`src/rtl/i2cmb_seq_pkg.sv`:
```
// Shared constants and types for the iicmb_m_wb transaction sequencer.
package i2cmb_seq_pkg;

  // Controller register map
  localparam int ADR_CSR  = 0;
  localparam int ADR_DPR  = 1;
  localparam int ADR_CMDR = 2;

  // CSR values: core enable + irq enable, and full disable for re-init
  localparam logic [7:0] CSR_ON  = 8'hC0;
  localparam logic [7:0] CSR_OFF = 8'h00;

  typedef enum logic [2:0] {
    CMD_WRITE    = 3'b001,
    CMD_READ_ACK = 3'b010,
    CMD_READ_NAK = 3'b011,
    CMD_START    = 3'b100,
    CMD_STOP     = 3'b101,
    CMD_SET_BUS  = 3'b110
  } cmd_e;

  // CMDR response bits
  localparam int CMDR_DON = 7;
  localparam int CMDR_NAK = 6;
  localparam int CMDR_AL  = 5;
  localparam int CMDR_ERR = 4;

  typedef enum logic [2:0] {
    ST_OK       = 3'd0,
    ST_NAK      = 3'd1,
    ST_ARB_LOST = 3'd2,
    ST_ERR      = 3'd3,
    ST_TIMEOUT  = 3'd4
  } status_e;

  typedef enum logic [4:0] {
    S_INIT, S_IDLE, S_BUS_DPR, S_BUS_CMD, S_START, S_ADR_DPR, S_ADR_CMD,
    S_WAIT, S_RD_CMDR, S_BYTE, S_WR_DPR, S_WR_CMD, S_RD_CMD, S_RD_DPR,
    S_STOP, S_TO_CSR, S_DONE, S_FIN
  } state_e;

endpackage

```
`src/rtl/i2cmb_wb_master_port.sv`:
```
// Single-access Wishbone master: launches one cycle on start, holds it
// until ack_i, then drops everything on the following edge.
module i2cmb_wb_master_port #(
  parameter int WB_ADDR_WIDTH = 2,
  parameter int WB_DATA_WIDTH = 8
) (
  input  logic                     clk_i,
  input  logic                     rst_i,
  input  logic                     start,
  input  logic                     we,
  input  logic [WB_ADDR_WIDTH-1:0] adr,
  input  logic [WB_DATA_WIDTH-1:0] wdat,
  output logic                     busy,
  output logic [WB_DATA_WIDTH-1:0] rdat,
  output logic                     ack,
  output logic                     cyc_o,
  output logic                     stb_o,
  output logic                     we_o,
  output logic [WB_ADDR_WIDTH-1:0] adr_o,
  output logic [WB_DATA_WIDTH-1:0] dat_o,
  input  logic [WB_DATA_WIDTH-1:0] dat_i,
  input  logic                     ack_i
);

  // ack is the ack_i cycle itself so the caller can capture dat_i there
  assign busy = cyc_o;
  assign ack  = cyc_o & ack_i;
  assign rdat = dat_i;

  // Bus cycle register: launch on start, release on the ack edge
  always_ff @(posedge clk_i) begin
    if (rst_i || (cyc_o && ack_i)) begin
      cyc_o <= 1'b0;
      stb_o <= 1'b0;
      we_o  <= 1'b0;
      adr_o <= '0;
      dat_o <= '0;
    end else if (start && !cyc_o) begin
      cyc_o <= 1'b1;
      stb_o <= 1'b1;
      we_o  <= we;
      adr_o <= adr;
      dat_o <= we ? wdat : '0;
    end
  end

endmodule

```
`src/rtl/i2cmb_wb_sequencer.sv`:
```
// Turns one byte-level I2C request into the iicmb_m_wb register sequence:
// set bus, START, address, data bytes, STOP, waiting on irq between commands.
module i2cmb_wb_sequencer
  import i2cmb_seq_pkg::*;
#(
  parameter int NUM_BUSSES    = 16,
  parameter int WB_ADDR_WIDTH = 2,
  parameter int WB_DATA_WIDTH = 8,
  parameter int IRQ_TIMEOUT   = 1_000_000
) (
  input  logic                     clk_i,
  input  logic                     rst_i,
  input  logic                     req_valid,
  output logic                     req_ready,
  input  logic [3:0]               req_bus,
  input  logic [6:0]               req_addr,
  input  logic                     req_rw,
  input  logic [7:0]               req_len,
  input  logic                     wdata_valid,
  input  logic [7:0]               wdata,
  output logic                     wdata_ready,
  output logic                     rdata_valid,
  output logic [7:0]               rdata,
  output logic                     done,
  output logic [2:0]               status,
  output logic                     cyc_o,
  output logic                     stb_o,
  output logic                     we_o,
  output logic [WB_ADDR_WIDTH-1:0] adr_o,
  output logic [WB_DATA_WIDTH-1:0] dat_o,
  input  logic [WB_DATA_WIDTH-1:0] dat_i,
  input  logic                     ack_i,
  input  logic                     irq_i
);

  localparam int TW = $clog2(IRQ_TIMEOUT + 1);

  // Out-of-range bus ids are passed through; the controller reports ERR
  if (NUM_BUSSES < 1 || NUM_BUSSES > 16) begin : g_bad_num_busses
    $error("NUM_BUSSES must be 1..16");
  end

  state_e  state, ret_st;
  status_e st_w;
  logic [TW-1:0] tcnt;
  logic [3:0] bus_q;
  logic [6:0] addr_q;
  logic       rw_q, last_q, pend, start, reinit;
  logic [7:0] cnt_q, dreg;

  logic                     acc, a_we, busy, ack, hit;
  logic [WB_ADDR_WIDTH-1:0] a_adr;
  logic [WB_DATA_WIDTH-1:0] a_dat, rdat;

  i2cmb_wb_master_port #(.WB_ADDR_WIDTH(WB_ADDR_WIDTH), .WB_DATA_WIDTH(WB_DATA_WIDTH)) u_port (
    .clk_i(clk_i), .rst_i(rst_i), .start(start), .we(a_we), .adr(a_adr), .wdat(a_dat),
    .busy(busy), .rdat(rdat), .ack(ack),
    .cyc_o(cyc_o), .stb_o(stb_o), .we_o(we_o), .adr_o(adr_o), .dat_o(dat_o),
    .dat_i(dat_i), .ack_i(ack_i)
  );

  assign hit = pend & ack;

  // Which register access (if any) the current state performs
  always_comb begin
    acc   = 1'b1;
    a_we  = 1'b1;
    a_adr = WB_ADDR_WIDTH'(ADR_CMDR);
    a_dat = '0;
    case (state)
      S_INIT:    begin a_adr = WB_ADDR_WIDTH'(ADR_CSR); a_dat = WB_DATA_WIDTH'(CSR_ON);  end
      S_TO_CSR:  begin a_adr = WB_ADDR_WIDTH'(ADR_CSR); a_dat = WB_DATA_WIDTH'(CSR_OFF); end
      S_BUS_DPR: begin a_adr = WB_ADDR_WIDTH'(ADR_DPR); a_dat = WB_DATA_WIDTH'(bus_q); end
      S_BUS_CMD: a_dat = WB_DATA_WIDTH'(CMD_SET_BUS);
      S_START:   a_dat = WB_DATA_WIDTH'(CMD_START);
      S_ADR_DPR: begin a_adr = WB_ADDR_WIDTH'(ADR_DPR); a_dat = WB_DATA_WIDTH'({addr_q, rw_q}); end
      S_ADR_CMD: a_dat = WB_DATA_WIDTH'(CMD_WRITE);
      S_WR_DPR:  begin a_adr = WB_ADDR_WIDTH'(ADR_DPR); a_dat = WB_DATA_WIDTH'(dreg); end
      S_WR_CMD:  a_dat = WB_DATA_WIDTH'(CMD_WRITE);
      S_RD_CMD:  a_dat = last_q ? WB_DATA_WIDTH'(CMD_READ_NAK) : WB_DATA_WIDTH'(CMD_READ_ACK);
      S_STOP:    a_dat = WB_DATA_WIDTH'(CMD_STOP);
      S_RD_CMDR: a_we  = 1'b0;
      S_RD_DPR:  begin a_we = 1'b0; a_adr = WB_ADDR_WIDTH'(ADR_DPR); end
      default:   acc   = 1'b0;
    endcase
  end

  // Main sequencer: issues one access per state, waits on irq between commands
  always_ff @(posedge clk_i) begin
    if (rst_i) begin
      state <= S_INIT;     ret_st <= S_INIT;   st_w <= ST_OK;
      tcnt <= '0;          pend <= 1'b0;       start <= 1'b0;   reinit <= 1'b0;
      bus_q <= '0;         addr_q <= '0;       rw_q <= 1'b0;    last_q <= 1'b0;
      cnt_q <= '0;         dreg <= '0;
      req_ready <= 1'b0;   wdata_ready <= 1'b0; rdata_valid <= 1'b0; rdata <= '0;
      done <= 1'b0;        status <= '0;
    end else begin
      start       <= 1'b0;
      wdata_ready <= 1'b0;
      rdata_valid <= 1'b0;
      done        <= 1'b0;
      if (state != S_WAIT) tcnt <= '0;
      if (acc && !pend && !busy) begin start <= 1'b1; pend <= 1'b1; end
      if (hit) pend <= 1'b0;
      case (state)
        S_INIT:    if (hit) begin state <= S_IDLE; req_ready <= 1'b1; end
        S_IDLE:    if (req_valid && req_ready) begin
                     bus_q <= req_bus; addr_q <= req_addr; rw_q <= req_rw; cnt_q <= req_len;
                     st_w <= ST_OK; req_ready <= 1'b0; state <= S_BUS_DPR;
                   end
        S_BUS_DPR: if (hit) state <= S_BUS_CMD;
        S_BUS_CMD: if (hit) begin state <= S_WAIT; ret_st <= S_START; end
        S_START:   if (hit) begin state <= S_WAIT; ret_st <= S_ADR_DPR; end
        S_ADR_DPR: if (hit) state <= S_ADR_CMD;
        S_ADR_CMD: if (hit) begin state <= S_WAIT; ret_st <= S_BYTE; end
        S_WR_DPR:  if (hit) state <= S_WR_CMD;
        S_WR_CMD:  if (hit) begin state <= S_WAIT; ret_st <= S_BYTE; end
        S_RD_CMD:  if (hit) begin state <= S_WAIT; ret_st <= S_RD_DPR; end
        S_STOP:    if (hit) begin state <= S_WAIT; ret_st <= S_DONE; end
        S_TO_CSR:  if (hit) state <= S_DONE;
        S_RD_DPR:  if (hit) begin rdata <= rdat[7:0]; rdata_valid <= 1'b1; state <= S_BYTE; end
        S_WAIT: begin
          if (irq_i) state <= S_RD_CMDR;
          else if (tcnt == TW'(IRQ_TIMEOUT - 1)) begin
            st_w <= ST_TIMEOUT; reinit <= 1'b1; state <= S_TO_CSR;
          end else tcnt <= tcnt + 1'b1;
        end
        // STOP completion always finishes; otherwise errors win over DON
        S_RD_CMDR: if (hit) begin
          if (ret_st == S_DONE)    state <= S_DONE;
          else if (rdat[CMDR_AL])  begin st_w <= ST_ARB_LOST; state <= S_DONE; end
          else if (rdat[CMDR_ERR]) begin st_w <= ST_ERR;      state <= S_DONE; end
          else if (rdat[CMDR_NAK]) begin st_w <= ST_NAK;      state <= S_STOP; end
          else if (rdat[CMDR_DON]) state <= ret_st;
          else                     begin st_w <= ST_ERR;      state <= S_DONE; end
        end
        S_BYTE: begin
          if (cnt_q == 8'd0) state <= S_STOP;
          else if (rw_q) begin
            last_q <= (cnt_q == 8'd1); cnt_q <= cnt_q - 8'd1; state <= S_RD_CMD;
          end else if (wdata_valid) begin
            wdata_ready <= 1'b1; dreg <= wdata; cnt_q <= cnt_q - 8'd1; state <= S_WR_DPR;
          end
        end
        S_DONE:    begin done <= 1'b1; status <= st_w; state <= S_FIN; end
        S_FIN:     if (reinit) begin reinit <= 1'b0; state <= S_INIT; end
                   else begin req_ready <= 1'b1; state <= S_IDLE; end
        default:   state <= S_INIT;
      endcase
    end
  end

endmodule

```
`config.mk`:
```
export PLATFORM = sky130hd
export DESIGN_NAME = i2cmb_wb_sequencer
export DESIGN_NICKNAME = d
export VERILOG_FILES = /design/src/rtl/i2cmb_seq_pkg.sv /design/src/rtl/i2cmb_wb_master_port.sv /design/src/rtl/i2cmb_wb_sequencer.sv
export SDC_FILE = /design/constraint.sdc
export NUM_CORES = 1
export LEC_CHECK = 0
export ABC_CLOCK_PERIOD_IN_PS = 2570
export CAP_MARGIN = 20
export CORE_ASPECT_RATIO = 0.8
export CORE_UTILIZATION = 45
export CTS_CLUSTER_SIZE = 14
export DETAILED_ROUTE_END_ITERATION = 10
export PLACE_DENSITY = 0.68
export SYNTH_ARGS = -nofsm -noshare
export SYNTH_HDL_FRONTEND = slang
export SYNTH_HIERARCHICAL = 1
export SYNTH_SLANG_ARGS = --single-unit
```
`constraint.sdc`:
```
create_clock -name clk_i -period 2.57 [get_ports clk_i]
set_input_delay 0.514 -clock clk_i [delete_from_list [all_inputs] [get_ports clk_i]]
set_output_delay 0.514 -clock clk_i [all_outputs]
set_load 0.01 [all_outputs]
```
==> results.md, run 1 <==
Pwr:
- The peak ir drop on the vdd network is 345 uV.
- The total power density per cell area is between 600 and 700 nW/um^2.
- The power consumption is roughly 0.0040 W.
- For this design the static power due to leakage is between 1.5 and 2 nW.

Floorplan:
- The core outline area is just under 10000 sq um.
- The die is 93.2 um tall.
- The number of rows in the core area is 32.
- In this run the count of I/O pins placed on the die edge is 70.
- The initial cell density of the core is between 40% and 50%.
- From left edge to right edge, the die measures around 120 um.
- The die covers 10800 sq um.

Worst setup path:
- The critical path startpoint is cnt_q[0].
- The endpoint arrival time on the critical path is 2.47 ns.
- The data required time at the worst endpoint is roughly 2.8 ns.
- The worst register-to-register path begins at cnt_q[0].
- The critical path is of the flip-flop to flip-flop type.
- The launching element type of the critical path is a flip-flop.
- The kind of capture point of the worst setup path is a flip-flop.
- The maximum fanout along the worst path is 9.

Timing:
- The post-route minimum period is 2.24 ns.
- The setup-violating endpoint count in the final report is 0.
- The final worst clock skew is 0.00629 ns.
- Of the available clock period, the critical path in the final layout requires between 80% and 90%.
- Headroom to the max-slew limit came out at between 50% and 60%.
- Setup repair after global routing left no endpoint under its margin.
- For the final routed database, the setup TNS stands at 0 ns.
- Final hold analysis gives a worst-case slack of 0.455 ns.
- The final hold violation count is 0.
- The highest clock frequency the design can meet is approximately 0.45 GHz.
- At the pin with the least slew margin, the transition time is a little under 0.7 ns.
- The final max-slew violation count is 0.

Finish:
- The area taken by multi-input logic gates is between 2000 and 3000 sq um.
- The top cell types in the final layout, fill and taps aside, are sky130_fd_sc_hd__dfxtp_1, sky130_fd_sc_hd__nor2_1, sky130_fd_sc_hd__clkdlybuf4s50_1.
- Cells with a size suffix above 1 make up about an eighth of the layout.
- The total number of nets in the final design is roughly 670.
- From synthesis to final layout, the design area changed by 24.5%.
- The repair_antennas step left the layout with diodes totalling 0.
- After filler insertion, the fill cell instance count of the layout stands at 912.
- The number of cells in the finished layout apart from fillers is roughly 770.
- The sequential cell area is about 1800 sq um.
- The leading cell type in the layout, fill and taps excluded is sky130_fd_sc_hd__dfxtp_1.

Clock network:
- TritonCTS built the clock tree.
- Counting the buffers created by CTS gives 9.
- The tree is rooted in a sky130_fd_sc_hd__clkbuf_16.
- The clock-pin slew reported for the worst setup and hold paths after clock tree synthesis is around 0.060 ns.
- The count of hold-fix buffers inserted at cts is 0.
- CTS built an H-tree with a depth of 3.
- The maximum clock insertion buffer count is 2.
- The number of resized instances in the post-cts repair step is 0.
- The clock reaches the later pin of the worst-skew pair after roughly 0.35 ns.
- Post-CTS timing repair inserted 0 buffers for setup.
- Clock tree synthesis found a total of between 90 and 100 sinks.

Global routing:
- The via count of the first global-routing pass is approximately 4000.
- The wire length of the first global-routing pass is ~20 mm.
- Global routing finished with a remaining overflow of 0.
- The pin count of the biggest net entering global routing is 60.
- The total global-route track usage is between 20% and 30%.
- The number of antenna violations at the first check in global routing came to 0.

Route:
- For this run, design rule violations remaining after detail routing come to 0.
- In the final routed layout, each cell accounts on average for 15.8 um.
- The detailed router finished its first iteration with slightly below 300 violations.
- Dividing the detail-routed via count by the number of cells gives 5.59.
- Once detail routing completed, the nets flagged for antenna violations numbered 0.
- The first detailed-routing pass took 5 iterations.
- Detailed routing inserted a total of 4290 vias.
- The sum of routed wire length over all layers is ~12 mm.

Run status:
- The run finished with clean final reports.

Place:
- Input and output buffers added on the ports amount to between 60 and 70.
- The routability-driven placement congestion ratio is 0.876.
- The half-perimeter wire length of the detailed placement result is between 8 and 9 mm.
- The placed cell count is around 750.

Synth:
- The leading register cell type out of synthesis is sky130_fd_sc_hd__dfxtp_1.
- By area the synthesized netlist is led by sky130_fd_sc_hd__dfxtp_1, sky130_fd_sc_hd__nor2_1, sky130_fd_sc_hd__nand2_1, sky130_fd_sc_hd__mux2i_1, sky130_fd_sc_hd__a21oi_1.
- The sequential fraction of the synthesis area is 39.0%.
- The async set-reset flop share out of synthesis is 0%.
- After synthesis, the mean cell area works out to just over 8 sq um.
- sky130_fd_sc_hd__dfxtp_1 takes more of the synthesized area than any other cell.
- The synthesized design devotes to its leading area cell type between 30% and 40% of total area.
- Counting flops and latches in the post-synthesis netlist gives just over 90.
- The cell area after synthesis is between 4000 and 5000 sq um.
- The count of warnings emitted by yosys is 6.
- The number of library cell types mapped by synthesis is 73.
- The post-synthesis cell count is around 570.
- Yosys mapped a number of flops with a built-in enable equal to 0.
- Synthesis produced a netlist with a net count of 610.

Run:
- The tool flagged a number of max-cap violations equal to 0.

Hold path:
- The path class of the lowest-slack min-delay path is flip-flop to flip-flop.
- The worst hold path begins at u_port/dat_o[7].
==> metal layers <==
metal	GRT usage [%]	routed length, um
met5	0	0
met4	5.13	117
met3	5.83	691
met2	34.4	5150
met1	34.7	6140
==> critical path: stages (launching register included) <==
cell and delay (ns):
sky130_fd_sc_hd__dfxtp_1 0.35, sky130_fd_sc_hd__inv_1 0.11, sky130_fd_sc_hd__ha_1 0.27, sky130_fd_sc_hd__nor4b_2 0.18, sky130_fd_sc_hd__buf_4 0.16, sky130_fd_sc_hd__a211oi_2 0.20
sky130_fd_sc_hd__and3b_1 0.54, sky130_fd_sc_hd__mux2i_1 0.26, sky130_fd_sc_hd__nor2_1 0.06
==> state kept, by name, summed over array words and instances, names as in the netlist, 2 cells and up <==
register,flops
tcnt,20
cnt_q,8
dreg,8
rdata,8
u_port/dat_o,8
addr_q,7
state,5
bus_q,4
ret_st,4
st_w,3
status,3
u_port/adr_o,2
==> power breakdown <==
group | switching, W | total, W | internal, W | leakage, nW
clock network | 0.000540 | 0.00134 | 0.000805 | 0.153
registers | 0.0000639 | 0.00153 | 0.00147 | 0.734
logic | 0.000662 | 0.00112 | 0.000461 | 1.04
==> Yosys cell counts, drive strengths merged, types with 3 or more instances <==
master / count
inv: 7
mux2i: 22
nand4: 5
ha: 3
nor3b: 5
and4: 3
nand2b: 10
nor2: 70
nand2: 64
and2: 6
nand3b: 7
a211oi: 12
or4b: 3
a22o: 5
nor2b: 8
buf: 22
clkbuf: 23
nor4: 8
nand3: 21
o21ai: 18
a21oi: 52
a22oi: 4
dfxtp: 91
nor3: 20
a31oi: 3
and3: 8
or3b: 3
or3: 3
a2111oi: 5
a21o: 7
xnor2: 15
==> cells by family (layout without fill, tap and decap cells) <==
family          after synthesis  after routing  synth area share [%]
simple gates                254            254                  28.1
compound gates              125            125                  18.4
flops                        91             91                  39.0
buf+inv                      52            118                  5.49
mux                          24             24                  5.19
xor+xnor                     16             16                  3.00
fa+ha+maj                     3              3                 0.803
==> layout make-up <==
cell class	count	area share, %
multi-input cells	422	44.7
flip-flops and latches	91	31.3
repair buffers	95	15.4
clock buffers	12	4.41
well taps	136	2.92
clock inverters	4	0.839
inverters	7	0.452
==> metrics by stage <==
stage	util (%)	setup slack (ns)	instance area (sq um)
2_1_floorplan	-	0.486	4670
3_3_place_gp	56.0	0.261	5510
3_5_place_dp	56.0	0.111	5510
4_1_cts	59.1	0.342	5820
5_1_grt	59.1	0.212	5820
6_report	59.1	0.328	5820
==> worst paths after layout <==
path / endpoint / slack [ns] / cells past startpoint
max: dreg[0] / 0.33 / 8
min: u_port/dat_o[7] / 0.45 / 2
max reg2reg: dreg[0] / 0.33 / 8
min reg2reg: u_port/dat_o[7] / 0.45 / 2
Note: power is estimated with default switching activity, not from simulation.
==> inputs of run 2 (changes only) <==
HOLD_SLACK_MARGIN = 0.02   (was unset)
==> results of run 2 <==
Same layout as run 1: the final DEF is identical, and so are final timing and power.
==> inputs of run 3 (changes only) <==
CORE_UTILIZATION = 54   (was 45)
PLACE_DENSITY = 0.8   (was 0.68)
==> results.md, run 3 (same netlist as run 1, synthesis figures left out) <==
Run status:
- The run finished with clean final reports.

Floorplan:
- 70 I/O pins were placed.
- The die is about 110 um wide.
- The area of the die is between 9000 and 10000 sq um.
- The core outline area is about 8000 sq um.
- The die outline height is between 80 and 90 um.
- The floorplan has 29 rows.
- For this configuration, the core starts out at a cell density of 57.2%.

Timing:
- The setup TNS is 0 ns.
- The final hold violation count is 0.
- The remaining max-slew budget at the tightest pin is between 50% and 60%.
- The final max-slew violation count is 0.
- The slew at the pin closest to its max-slew limit is 0.658 ns.
- The post-route minimum period is around 2.3 ns.
- Setup repair after global routing left no endpoint under its margin.
- The setup-violating endpoint count in the final report is 0.
- Based on the critical path, the design can be clocked at up to 0.442 GHz.
- The final critical path takes up between 80% and 90% of the cycle.
- Across the routed clock network, the largest skew measured is ~0.0086 ns.
- Final hold analysis gives a worst-case slack of between 0.4 and 0.5 ns.

Route:
- For this block, the via count after detailed routing is about 4300.
- The average wire length per cell after detail routing is ~16 um.
- The number of iterations in the first detailed-routing pass is 6.
- The final layout contains routed wiring with a total length of approximately 12 mm.
- After detailed routing, the number of remaining DRC violations is 0.
- The post-detailed-route via-to-cell ratio is 5.81.
- The remaining number of nets flagged by the antenna check after routing is 0.
- The number of violations reported at the end of detailed-routing iteration 0 is approximately 380.

Clock network:
- For this design, the sink count on the clock tree is between 90 and 100.
- The maximum clock insertion buffer count is 2.
- The root buffer cell chosen for the clock tree is sky130_fd_sc_hd__clkbuf_8.
- For this design, the CTS-stage hold fixing added 0 buffers.
- The CTS buffer count is 9.
- The H-tree generated during clock tree synthesis spans 3 levels.
- The TritonCTS clock tree is built.
- The clock latency on the worst-skew pair is ~0.37 ns.
- The clock-pin slew reported for the worst setup and hold paths after clock tree synthesis is roughly 0.090 ns.

Global routing:
- The via count of the first global-routing pass is between 3000 and 4000.
- Global routing finished with a remaining overflow of 0.
- The pin count of the biggest net entering global routing is 45.
- The wire length of the first global-routing pass is 19.3 mm.
- Global routing used a little over a quarter of the available tracks across all layers.
- The number of antenna violations at the first check in global routing was 0.

Pwr:
- IR analysis of the VDD net gives a maximum drop of between 300 and 400 uV.
- The total power density per cell area is ~640 nW/um^2.
- The analysis attributes to net switching a power of around 0.0012 W.
- The part of the total power dissipated in the clock network is between 20% and 30%.
- The internal power is around 0.0024 W.
- The part of the total power dissipated in combinational logic is 30.9%.
- For this design the static power due to leakage is 1.88 nW.
- The part of the total power dissipated in sequential elements is 41.6%.
- The completed layout was analyzed and its total power is 0.00365 W.
- The net switching fraction of the power is between 30% and 40%.

Worst setup path:
- The worst register-to-register path ends at dreg[3].
- The source of the worst register-to-register timing path is cnt_q[0].
- The kind of capture point of the worst setup path is a flip-flop.
- The endpoint arrival time on the critical path is roughly 2.5 ns.
- The maximum fanout along the worst path is 9.
- For the worst flop-to-flop path, the logic depth is 8.
- The worst setup path is launched from a flip-flop.
- For the worst setup path, the data required time is between 2 and 3 ns.
- For flop-to-flop paths, the worst setup slack is between 0.3 and 0.4 ns.
- The worst setup path category is flip-flop to flip-flop.

Hold path:
- The worst hold path terminates at u_port/dat_o[7].
- The source of the worst hold timing path is u_port/dat_o[7].
- The worst hold path belongs to the class flip-flop to flip-flop.
- The worst hold path depth is 2.

Finish:
- The number of flip-flops under the largest register name is 20.
- The fraction of layout cells with a size suffix above 1 is about 12%.
- The leading cell type in the layout, fill and taps excluded is sky130_fd_sc_hd__dfxtp_1.
- Counting flops per register, the top entry is tcnt.
- Fill cells in the final layout number ~670.
- The area added between synthesis and finish is 21.5%.
- The final design area excluding fillers is ~5700 sq um.
- The number of antenna diodes in the final layout is 0.
- In the layout the commonest cells are sky130_fd_sc_hd__dfxtp_1, sky130_fd_sc_hd__nor2_1, sky130_fd_sc_hd__clkdlybuf4s50_1.
- The total number of nets in the final design is roughly 670.
- For this run, the share of the core covered by cells in the final layout is a little over two thirds.

Place:
- At the end of routability-driven placement, the weighted congestion stood at between 0.9 and 1.
- The half-perimeter wire length of the detailed placement result is between 8 and 9 mm.
- Input and output buffers added on the ports amount to between 60 and 70.
- After detailed placement, the total cell area comes to 5470 sq um.

Run:
- Max-cap violations in this run came to 0.
[run 3: power by group through the flow]
stage,Combinational [W],Sequential (W),Clock [W]
4_1_cts,0.00110,0.00152,0.00103
3_3_place_gp,0.00109,0.00155,0
6_report,0.00113,0.00152,0.00100
5_1_grt,0.00121,0.00153,0.00108
3_5_place_dp,0.00109,0.00155,0
2_1_floorplan,0.000761,0.00155,0
[run 3: worst max-delay path by stage]
stage	from	to	slack (ns)
after global placement	req_valid	cnt_q[7]	0.21
final	cnt_q[0]	dreg[3]	0.31
after global routing	cnt_q[0]	dreg[6]	0.16
after detailed placement	req_valid	cnt_q[3]	0.13
after floorplan	tcnt[7]	st_w[0]	0.49
after CTS	cnt_q[0]	cnt_q[3]	0.21
[run 3: timing repair]
item | CTS | global route
resized for setup | 0 | 1
hold endpoints to repair | 0 | 0
endpoints found under the setup margin | 0 | 2
buffers inserted | 0 | 0
[run 3: through the flow]
| stage | setup slack [ns] | cells |
|---|---|---|
| after floorplan | 0.486 | 565 |
| final | 0.307 | 739 |
| after CTS | 0.206 | 739 |
| after detailed placement | 0.134 | 723 |
| after global placement | 0.210 | 723 |
| after global routing | 0.156 | 739 |
[run 3: per-layer routing]
| metal | routed length, um | track usage [%] |
|---|---|---|
| met1 | 5200 | 38.4 |
| met2 | 5030 | 40.5 |
| met3 | 1130 | 6.61 |
| met4 | 188 | 9.60 |
| met5 | 0 | 0 |
[run 3: layout make-up]
type	instances	area [sq um]	share of cell area [%]
Multi-Input combinational cell	422	2610	45.9
Tap cell	108	135	2.38
Clock buffer	10	138	2.42
Sequential cell	91	1820	32.1
Timing Repair Buffer	95	881	15.5
Clock inverter	6	70.1	1.23
Inverter	7	26.3	0.463
[run 3: worst max-delay path: stages, from the launching register on]
cell and delay (ns):
sky130_fd_sc_hd__dfxtp_1 0.36, sky130_fd_sc_hd__inv_1 0.10, sky130_fd_sc_hd__ha_1 0.26, sky130_fd_sc_hd__nor4b_2 0.18, sky130_fd_sc_hd__a211oi_2 0.25, sky130_fd_sc_hd__buf_4 0.18, sky130_fd_sc_hd__and3b_1 0.51, sky130_fd_sc_hd__mux2i_1 0.25
sky130_fd_sc_hd__nor2_1 0.05
